$ cat src/rtl/pattern_scan_pkg.sv
// Shared types and defaults for the serial pattern scanner: FSM state encoding,
// default widths and the configuration-length legality rule.
package pattern_scan_pkg;

  localparam int MAX_LEN_DEF = 8;
  localparam int CNT_W_DEF   = 8;
  localparam int LEN_W       = 4;

  typedef enum logic [1:0] {
    ST_IDLE = 2'd0,
    ST_SCAN = 2'd1,
    ST_DONE = 2'd2
  } state_t;

  function automatic logic len_legal(input logic [LEN_W-1:0] len, input int max_len);
    return (len != '0) && (int'(len) <= max_len);
  endfunction

endpackage

$ cat src/rtl/pattern_scan_ctrl_if.sv
// Bundle of configuration, scan-control, serial-data and result signals of the
// pattern scanner; master drives requests and data, slave is the scanner.
interface pattern_scan_ctrl_if
  import pattern_scan_pkg::*;
#(
  parameter int MAX_LEN = MAX_LEN_DEF,
  parameter int CNT_W   = CNT_W_DEF
);
  logic               cfg_we;
  logic [MAX_LEN-1:0] cfg_pattern;
  logic [LEN_W-1:0]   cfg_len;
  logic               cfg_overlap;
  logic               start;
  logic [CNT_W-1:0]   frame_len;
  logic               abort;
  logic               bit_in;
  logic               bit_valid;
  logic               bit_ready;
  logic               busy;
  logic               match;
  logic               done;
  logic [CNT_W-1:0]   match_count;
  logic [CNT_W-1:0]   first_pos;
  logic               found;
  logic               cfg_err;

  modport master (
    output cfg_we, cfg_pattern, cfg_len, cfg_overlap, start, frame_len, abort,
           bit_in, bit_valid,
    input  bit_ready, busy, match, done, match_count, first_pos, found, cfg_err
  );

  modport slave (
    input  cfg_we, cfg_pattern, cfg_len, cfg_overlap, start, frame_len, abort,
           bit_in, bit_valid,
    output bit_ready, busy, match, done, match_count, first_pos, found, cfg_err
  );
endinterface

$ cat src/rtl/pattern_matcher.sv
// Shift history, saturating fill counter and length-masked comparator; hit is
// combinational for the bit being shifted in this cycle.
module pattern_matcher
  import pattern_scan_pkg::*;
#(
  parameter int MAX_LEN = MAX_LEN_DEF
) (
  input  logic               clk,
  input  logic               reset,
  input  logic               clear,
  input  logic               shift,
  input  logic               bit_in,
  input  logic [MAX_LEN-1:0] pattern,
  input  logic [LEN_W-1:0]   len,
  input  logic               overlap,
  output logic               hit
);
  localparam int FILL_W = $clog2(MAX_LEN + 1);

  logic [MAX_LEN-1:0] hist_reg;
  logic [MAX_LEN-1:0] hist_next;
  logic [MAX_LEN-1:0] len_mask;
  logic [FILL_W-1:0]  fill_reg;
  logic [FILL_W-1:0]  fill_next;

  // Only the newest len history bits take part in the compare.
  generate
    for (genvar gi = 0; gi < MAX_LEN; gi++) begin : g_mask
      assign len_mask[gi] = (gi < int'(len));
    end
  endgenerate

  always_comb begin
    hist_next = {hist_reg[MAX_LEN-2:0], bit_in};
    fill_next = (int'(fill_reg) == MAX_LEN) ? fill_reg : fill_reg + FILL_W'(1);
    hit       = shift && (int'(fill_next) >= int'(len))
                && (((hist_next ^ pattern) & len_mask) == '0);
  end

  always_ff @(posedge clk) begin
    if (reset || clear) begin
      hist_reg <= '0;
      fill_reg <= '0;
    end else if (shift) begin
      hist_reg <= hist_next;
      // Non-overlapping mode restarts the fill so the next match needs len fresh bits.
      fill_reg <= (hit && !overlap) ? '0 : fill_next;
    end
  end

endmodule

$ cat src/rtl/pattern_scan_ctrl.sv
// Serial pattern scanner: control FSM, configuration registers and result
// counters around a pattern_matcher instance.
module pattern_scan_ctrl
  import pattern_scan_pkg::*;
#(
  parameter int MAX_LEN = MAX_LEN_DEF,
  parameter int CNT_W   = CNT_W_DEF
) (
  input logic                 clk,
  input logic                 reset,
  pattern_scan_ctrl_if.slave  bus
);
  state_t             state_reg, state_next;
  logic [MAX_LEN-1:0] pattern_reg;
  logic [LEN_W-1:0]   len_reg;
  logic               overlap_reg;
  logic               cfg_err_reg;
  logic [CNT_W-1:0]   frame_len_reg;
  logic [CNT_W-1:0]   idx_reg;
  logic [CNT_W-1:0]   count_reg;
  logic [CNT_W-1:0]   first_pos_reg;
  logic               found_reg;
  logic               match_reg;
  logic               start_ok;
  logic               consume;
  logic               last_bit;
  logic               hit;

  assign start_ok = (state_reg == ST_IDLE) && bus.start;
  // Abort wins over a bit offered in the same cycle.
  assign consume  = (state_reg == ST_SCAN) && bus.bit_valid && !bus.abort;
  assign last_bit = consume && (idx_reg == frame_len_reg - CNT_W'(1));

  pattern_matcher #(.MAX_LEN(MAX_LEN)) u_matcher (
    .clk     (clk),
    .reset   (reset),
    .clear   (start_ok),
    .shift   (consume),
    .bit_in  (bus.bit_in),
    .pattern (pattern_reg),
    .len     (len_reg),
    .overlap (overlap_reg),
    .hit     (hit)
  );

  always_ff @(posedge clk) begin
    if (reset) state_reg <= ST_IDLE;
    else       state_reg <= state_next;
  end

  always_comb begin
    state_next = state_reg;
    case (state_reg)
      ST_IDLE: if (bus.start) state_next = (bus.frame_len != '0) ? ST_SCAN : ST_DONE;
      ST_SCAN: if (bus.abort || last_bit) state_next = ST_DONE;
      ST_DONE: state_next = ST_IDLE;
      default: state_next = ST_IDLE;
    endcase
  end

  always_comb begin
    bus.busy        = (state_reg == ST_SCAN);
    bus.bit_ready   = (state_reg == ST_SCAN);
    bus.done        = (state_reg == ST_DONE);
    bus.match       = match_reg;
    bus.match_count = count_reg;
    bus.first_pos   = first_pos_reg;
    bus.found       = found_reg;
    bus.cfg_err     = cfg_err_reg;
  end

  always_ff @(posedge clk) begin
    if (reset) begin
      pattern_reg <= '0;
      len_reg     <= LEN_W'(1);
      overlap_reg <= 1'b1;
      cfg_err_reg <= 1'b0;
    end else if (bus.cfg_we && state_reg != ST_SCAN) begin
      if (len_legal(bus.cfg_len, MAX_LEN)) begin
        pattern_reg <= bus.cfg_pattern;
        len_reg     <= bus.cfg_len;
        overlap_reg <= bus.cfg_overlap;
        cfg_err_reg <= 1'b0;
      end else begin
        cfg_err_reg <= 1'b1;
      end
    end
  end

  always_ff @(posedge clk) begin
    if (reset) begin
      frame_len_reg <= '0;
      idx_reg       <= '0;
      count_reg     <= '0;
      first_pos_reg <= '0;
      found_reg     <= 1'b0;
      match_reg     <= 1'b0;
    end else begin
      match_reg <= hit;
      if (start_ok) begin
        frame_len_reg <= bus.frame_len;
        idx_reg       <= '0;
        count_reg     <= '0;
        first_pos_reg <= '0;
        found_reg     <= 1'b0;
      end else if (consume) begin
        idx_reg <= idx_reg + CNT_W'(1);
        if (hit) begin
          if (count_reg != '1) count_reg <= count_reg + CNT_W'(1);
          if (!found_reg) begin
            first_pos_reg <= idx_reg;
            found_reg     <= 1'b1;
          end
        end
      end
    end
  end

endmodule

$ cat src/flat_wrapper.sv
// flat-port wrapper written by rule: the top's interface ports become plain ports
module pattern_scan_ctrl_flat import pattern_scan_pkg::*;
#(
  parameter int MAX_LEN = MAX_LEN_DEF,
  parameter int CNT_W   = CNT_W_DEF
)
  (clk, reset, bus_cfg_we, bus_cfg_pattern, bus_cfg_len, bus_cfg_overlap, bus_start, bus_frame_len, bus_abort, bus_bit_in, bus_bit_valid, bus_bit_ready, bus_busy, bus_match, bus_done, bus_match_count, bus_first_pos, bus_found, bus_cfg_err);
  pattern_scan_ctrl_if #(.MAX_LEN(MAX_LEN), .CNT_W(CNT_W)) bus_i ();
  input logic clk;
  input logic reset;
  input wire logic [$bits(bus_i.cfg_we)-1:0] bus_cfg_we;
  input wire logic [$bits(bus_i.cfg_pattern)-1:0] bus_cfg_pattern;
  input wire logic [$bits(bus_i.cfg_len)-1:0] bus_cfg_len;
  input wire logic [$bits(bus_i.cfg_overlap)-1:0] bus_cfg_overlap;
  input wire logic [$bits(bus_i.start)-1:0] bus_start;
  input wire logic [$bits(bus_i.frame_len)-1:0] bus_frame_len;
  input wire logic [$bits(bus_i.abort)-1:0] bus_abort;
  input wire logic [$bits(bus_i.bit_in)-1:0] bus_bit_in;
  input wire logic [$bits(bus_i.bit_valid)-1:0] bus_bit_valid;
  output wire logic [$bits(bus_i.bit_ready)-1:0] bus_bit_ready;
  output wire logic [$bits(bus_i.busy)-1:0] bus_busy;
  output wire logic [$bits(bus_i.match)-1:0] bus_match;
  output wire logic [$bits(bus_i.done)-1:0] bus_done;
  output wire logic [$bits(bus_i.match_count)-1:0] bus_match_count;
  output wire logic [$bits(bus_i.first_pos)-1:0] bus_first_pos;
  output wire logic [$bits(bus_i.found)-1:0] bus_found;
  output wire logic [$bits(bus_i.cfg_err)-1:0] bus_cfg_err;
  assign bus_i.cfg_we = bus_cfg_we;
  assign bus_i.cfg_pattern = bus_cfg_pattern;
  assign bus_i.cfg_len = bus_cfg_len;
  assign bus_i.cfg_overlap = bus_cfg_overlap;
  assign bus_i.start = bus_start;
  assign bus_i.frame_len = bus_frame_len;
  assign bus_i.abort = bus_abort;
  assign bus_i.bit_in = bus_bit_in;
  assign bus_i.bit_valid = bus_bit_valid;
  assign bus_bit_ready = bus_i.bit_ready;
  assign bus_busy = bus_i.busy;
  assign bus_match = bus_i.match;
  assign bus_done = bus_i.done;
  assign bus_match_count = bus_i.match_count;
  assign bus_first_pos = bus_i.first_pos;
  assign bus_found = bus_i.found;
  assign bus_cfg_err = bus_i.cfg_err;
  pattern_scan_ctrl #(.MAX_LEN(MAX_LEN), .CNT_W(CNT_W)) u_core (.clk(clk), .reset(reset), .bus(bus_i));
endmodule
$ cat config.mk
export PLATFORM = sky130hd
export DESIGN_NAME = pattern_scan_ctrl_flat
export DESIGN_NICKNAME = d
export VERILOG_FILES = /design/src/rtl/pattern_scan_pkg.sv /design/src/rtl/pattern_scan_ctrl_if.sv /design/src/rtl/pattern_matcher.sv /design/src/rtl/pattern_scan_ctrl.sv /design/src/flat_wrapper.sv
export SDC_FILE = /design/constraint.sdc
export NUM_CORES = 1
export LEC_CHECK = 0
export CAP_MARGIN = 20
export CORE_AREA = 4 4 81 83
export CTS_CLUSTER_DIAMETER = 40
export CTS_CLUSTER_SIZE = 28
export DETAILED_ROUTE_END_ITERATION = 10
export DIE_AREA = 0 0 85 87
export HOLD_SLACK_MARGIN = 0.12
export PLACE_DENSITY_LB_ADDON = 0.12
export SYNTH_ARGS = -nofsm -noshare
export SYNTH_HDL_FRONTEND = slang
export SYNTH_SLANG_ARGS = --single-unit
$ cat constraint.sdc
create_clock -name clk -period 2.75 [get_ports clk]
set_input_delay 0.6875 -clock clk [delete_from_list [all_inputs] [get_ports clk]]
set_output_delay 0.6875 -clock clk [all_outputs]
set_load 0.01 [all_outputs]
==> flow_metrics.tcl, run 1 <==
set metrics [dict create \
    wl_um 7100 \
    hold_class "reg -> reg" \
    yosys_warnings 0 \
    synth_area_sq_um 2980 \
    maxSlewHeadroom 0.448 \
    fmax_mhz 381 \
    min_period_ps 2620 \
    multi_input_area_sq_um 1650 \
    final_cells 508 \
    vias 2751 \
    yosysSeqAreaShare 0.409 \
    syn_area_per_cell_sq_um 8.22 \
    start_util 0.510 \
    cts_buffers 9 \
    final-seq-area_sq_um 1220 \
    ys.flop_type "dfxtp_1" \
    powerDensity_nw_per_um2 534 \
    status "finished, final reports clean" \
    grt_pass1_vias 2611 \
    cap_viol_max_count 0 \
    grt_antenna_before_repair 0 \
    gp_congestion 0.846 \
    ant_nets 0 \
    critPathCaptureType "flop" \
    drive_gt1_frac 0.0970 \
    port-buffer-count 49 \
    worst_pin_slew_ps 826 \
    dpl.hpwl_um 5300 \
    fillers 513 \
    post_cts_buffers 0 \
    yosysUniqueCellTypes 52 \
    coreArea_sq_um 5850 \
    cts_tree "done" \
    placed_cell_area_sq_um 3660 \
    setup_viol 0 \
    crit_fanout 7 \
    drc 0 \
    cp.required_ps 3020 \
    fin_nets 465 \
    worstPathArrival_ps 2900 \
    design_area_sq_um 3900 \
    cts_buffer_depth 2 \
    cts.repair.resized 0 \
    die_h_um 87 \
    netlist_instances 363 \
    area_growth_pct 30.6 \
    finalCritPeriodShare 0.955 \
    die_w_um 85 \
    routedWlPerCell_um 14.0 \
    finClkSkew_ps 5.20 \
    vias_per_cell 5.42 \
    hold_viol_final 0 \
    clock_latency_ps 340 \
    grt_first_pass_wirelength_um 12100 \
    rows 28 \
    leakage_nw 1.41 \
    grt_overflow 0 \
    cts_max_level 3 \
    clkTransAtPathRegs_ps 70 \
    dr.pass1.iters 4 \
    root_buffer "clkbuf_8" \
    dieArea_sq_um 7400 \
    tritoncts_num_sinks 61 \
    synth-seq-cells 61 \
    slew_viol_final 0 \
    grt_usage 0.204 \
    ys_async_sr_fraction 0 \
    worst_ir_drop_vdd_v 0.000337 \
    postCtsHoldBufs 0 \
    io_pins 50 \
    syn-num-nets 400 \
    rsz0062_at_grt "no" \
    synth_edf_count 0 \
    cp-start-kind "input pin" \
    dp_cells 491 \
    antenna_cells 0 \
    critPathKind "in -> reg" \
    drtIter0Drc 111 \
    grt_max_degree 21 \
]
-- metal layers --
layer / wire length (um) / GRT usage
met3: 325 / 0.0473
met1: 3420 / 0.268
met5: 0 / 0
met2: 3220 / 0.322
met4: 138 / 0.0849
-- cells in the final DEF, fill, tap and decap left out, types with 11 or more instances in the layout --
| cell type | count |
|---|---|
| buf_4 | 20 |
| dfxtp_1 | 61 |
| nor2_1 | 23 |
| o31ai_1 | 11 |
| clkbuf_8 | 11 |
| nand2_1 | 72 |
| a21oi_1 | 43 |
| xnor2_1 | 13 |
| inv_1 | 12 |
| clkdlybuf4s50_1 | 49 |
| nand4_1 | 11 |
| xor2_1 | 13 |
-- cells by family (layout without fill, tap and decap cells) --
| group | Yosys count | in the layout | share of synthesized area |
|---|---|---|---|
| compound gates | 82 | 82 | 0.175 |
| xor+xnor | 27 | 27 | 0.0839 |
| fa+ha+maj | 9 | 9 | 0.0378 |
| buf+inv | 28 | 98 | 0.0394 |
| flops | 61 | 61 | 0.409 |
| mux | 3 | 3 | 0.0101 |
| simple gates | 153 | 153 | 0.245 |
-- synth_stat cells, types with 2 or more instances --
cell	count	share of area
and3_1	2	0.0042
o221ai_1	2	0.0059
o31ai_1	11	0.028
a211oi_1	2	0.0050
nor2b_1	2	0.0042
or4_1	5	0.013
or4b_1	2	0.0067
nand3b_1	3	0.0075
nand2_1	72	0.091
xnor2_1	13	0.038
a32o_1	3	0.010
a31oi_1	3	0.0063
dfxtp_1	61	0.41
nand3_1	10	0.017
nor2_1	23	0.029
or3_1	4	0.0084
and2_1	3	0.0063
clkbuf_1	10	0.013
mux2i_1	3	0.010
xor2_1	13	0.038
nand4_1	11	0.023
inv_1	12	0.015
a21oi_1	43	0.072
buf_1	3	0.0038
o21ai_0	4	0.0067
nor4_1	4	0.0084
ha_1	9	0.038
nor3_1	4	0.0067
nand2b_1	3	0.0063
-- area by class of cell --
cell class / count / area share
tap: 75 / 0.0241
timing repair buffer: 70 / 0.170
clock buffer: 12 / 0.0398
sequential: 61 / 0.313
multi-input combinational: 274 / 0.424
inverter: 12 / 0.0116
clock inverter: 4 / 0.0180
-- worst paths after layout --
path	startpoint	endpoint	slack [ps]	cells past startpoint
hold / removal	u_core.pattern_reg[0]	u_core.pattern_reg[0]	470	2
hold reg to reg	u_core.pattern_reg[0]	u_core.pattern_reg[0]	470	2
setup / recovery	bus_bit_valid	u_core.bus.match_count[3]	130	8
setup reg to reg	u_core.u_matcher.fill_reg[0]	u_core.bus.match_count[3]	200	11
-- report_power, final --
part           internal (mW)  total (mW)  leakage [nW]  switching (mW)
registers              0.908       0.932         0.495          0.0240
logic                  0.121       0.248         0.795           0.127
clock network          0.557       0.903         0.116           0.346
-- through the flow --
| step | setup WS (ps) | hold WS (ps) | power, mW | utilization | TNS (ps) |
|---|---|---|---|---|---|
| floorplan | 276 | 448 | 1.09 | - | 0 |
| global placement | -243 | 457 | 1.19 | 0.626 | -1710 |
| detailed placement | -261 | 459 | 1.20 | 0.626 | -2100 |
| CTS | 71.4 | 468 | 2.09 | 0.665 | 0 |
| global route | 61.8 | 486 | 2.17 | 0.666 | 0 |
| finish | 125 | 468 | 2.08 | 0.666 | 0 |
-- critical path, cell delays in order --
cell             delay (ps)
clkdlybuf4s50_1         470
nor4bb_2                390
o221ai_1                180
a21oi_1                 250
nand4_1                 130
buf_4                   180
or4_1                   470
a21oi_1                 140
(Power assumes the default switching activity.)
==> run 2, diff against run 1 <==
- CAP_MARGIN: 20 -> unset
- SETUP_SLACK_MARGIN: unset -> 0.2
==> flow_metrics.tcl, run 2 (synthesis results as in run 1) <==
set metrics [dict create \
    worst_pin_slew_ps 555 \
    die_w_um 85 \
    hold_viol_final 0 \
    grt_max_degree 21 \
    drtIter0Drc 99 \
    grt_pass1_vias 2612 \
    utilization 0.674 \
    critPathCaptureType "flop" \
    fin_ws_ps 288 \
    gp_congestion 0.846 \
    powerDensity_nw_per_um2 529 \
    tritoncts_num_sinks 61 \
    routedWlPerCell_um 14.0 \
    die_h_um 87 \
    critPathKind "in -> reg" \
    io_pins 50 \
    dr.pass1.iters 5 \
    cp.required_ps 3020 \
    finalCritPeriodShare 0.895 \
    dp_slack_ps -261 \
    leakage_nw 1.42 \
    worst_ir_drop_vdd_v 0.000338 \
    vias 2769 \
    rsz0062_at_grt "no" \
    cts_buffer_depth 2 \
    coreArea_sq_um 5850 \
    cts_tree "done" \
    cap_viol_max_count 0 \
    root_buffer "clkbuf_8" \
    fmax_mhz 406 \
    setup-tns-final_ps 0 \
    vias_per_cell 5.44 \
    fin_nets 466 \
    grt_usage 0.204 \
    status "finished, final reports clean" \
    grt_overflow 0 \
    port-buffer-count 49 \
    dpl.hpwl_um 5300 \
    start_util 0.510 \
    hold-worst-slack_ps 468 \
    grt_antenna_before_repair 0 \
    drive_gt1_frac 0.115 \
    slew_viol_final 0 \
    area_growth_pct 32.3 \
    hold_class "reg -> reg" \
    cts_max_level 3 \
    antenna_cells 0 \
    rows 28 \
    clock_latency_ps 330 \
    cts_buffers 9 \
    worstPathArrival_ps 2730 \
    design_area_sq_um 3950 \
    layout_commonest_cell "nand2_1" \
    setup_viol 0 \
    min_period_ps 2460 \
    drc 0 \
    clkTransAtPathRegs_ps 70 \
    dieArea_sq_um 7400 \
    ant_nets 0 \
    grt_first_pass_wirelength_um 12100 \
    cp-start-kind "input pin" \
    wl_um 7130 \
    finClkSkew_ps 5.56 \
    maxSlewHeadroom 0.628 \
    mostFrequentLayoutCells "72 x nand2_1, 60 x dfxtp_1, 49 x clkdlybuf4s50_1" \
    postCtsHoldBufs 0 \
    placed_cell_area_sq_um 3660 \
    crit_fanout 7 \
]
-- run 2: cell types whose count changed in the layout (fill, tap and decap cells not counted), sizes merged --
cell / before / now
buf: 21 / 22
-- run 2: stage by stage --
step | instances | total power, mW
4_1_cts | 508 | 2.09
6_report | 509 | 2.09
5_1_grt | 509 | 2.18
3_5_place_dp | 491 | 1.20
2_1_floorplan | 363 | 1.09
3_3_place_gp | 491 | 1.19
-- run 2: final cells by class --
class | count | area [sq um]
inverters | 12 | 45.0
clock inverters | 4 | 70.1
clock buffers | 12 | 155
multi-input cells | 274 | 1680
fillers | 511 | 1910
repair buffers | 71 | 676
well taps | 75 | 93.8
flip-flops and latches | 61 | 1220
-- run 2: timing repair --
action	in CTS	in global routing
setup endpoints to repair	4	15
gates resized for setup	1	10
setup buffers	1	1
pin swaps	1	9
-- run 2: worst paths after layout --
kind / startpoint / to / slack (ps) / depth (start not counted)
worst max register to register: u_core.u_matcher.fill_reg[0] / u_core.bus.match_count[3] / 290 / 11
worst min-delay path: u_core.pattern_reg[0] / u_core.pattern_reg[0] / 470 / 2
worst min register to register: u_core.pattern_reg[0] / u_core.pattern_reg[0] / 470 / 2
worst max-delay path: bus_abort / u_core.bus.match_count[3] / 290 / 8
-- run 2: critical path, stage by stage --
cell             delay (ps)
clkdlybuf4s50_1         460
nor4bb_4                340
o221ai_1                190
a21oi_2                 180
nand4_1                 130
buf_6                   150
or4_1                   470
a21oi_1                 120
-- run 2: metal layers --
layer	share of wire	up-vias	global-route usage	wire length, um
li1	-	1414	-	-
met1	0.48	1280	0.268	3430
met2	0.46	65	0.322	3260
met3	0.045	10	0.0473	321
met4	0.015	0	0.0849	108
met5	0	-	0	0
-- run 2: report_power, final --
part	internal (mW)	total [mW]	switching, mW	leakage [nW]
combinational	0.125	0.255	0.130	0.810
sequential	0.908	0.932	0.0243	0.495
clock	0.557	0.900	0.343	0.116
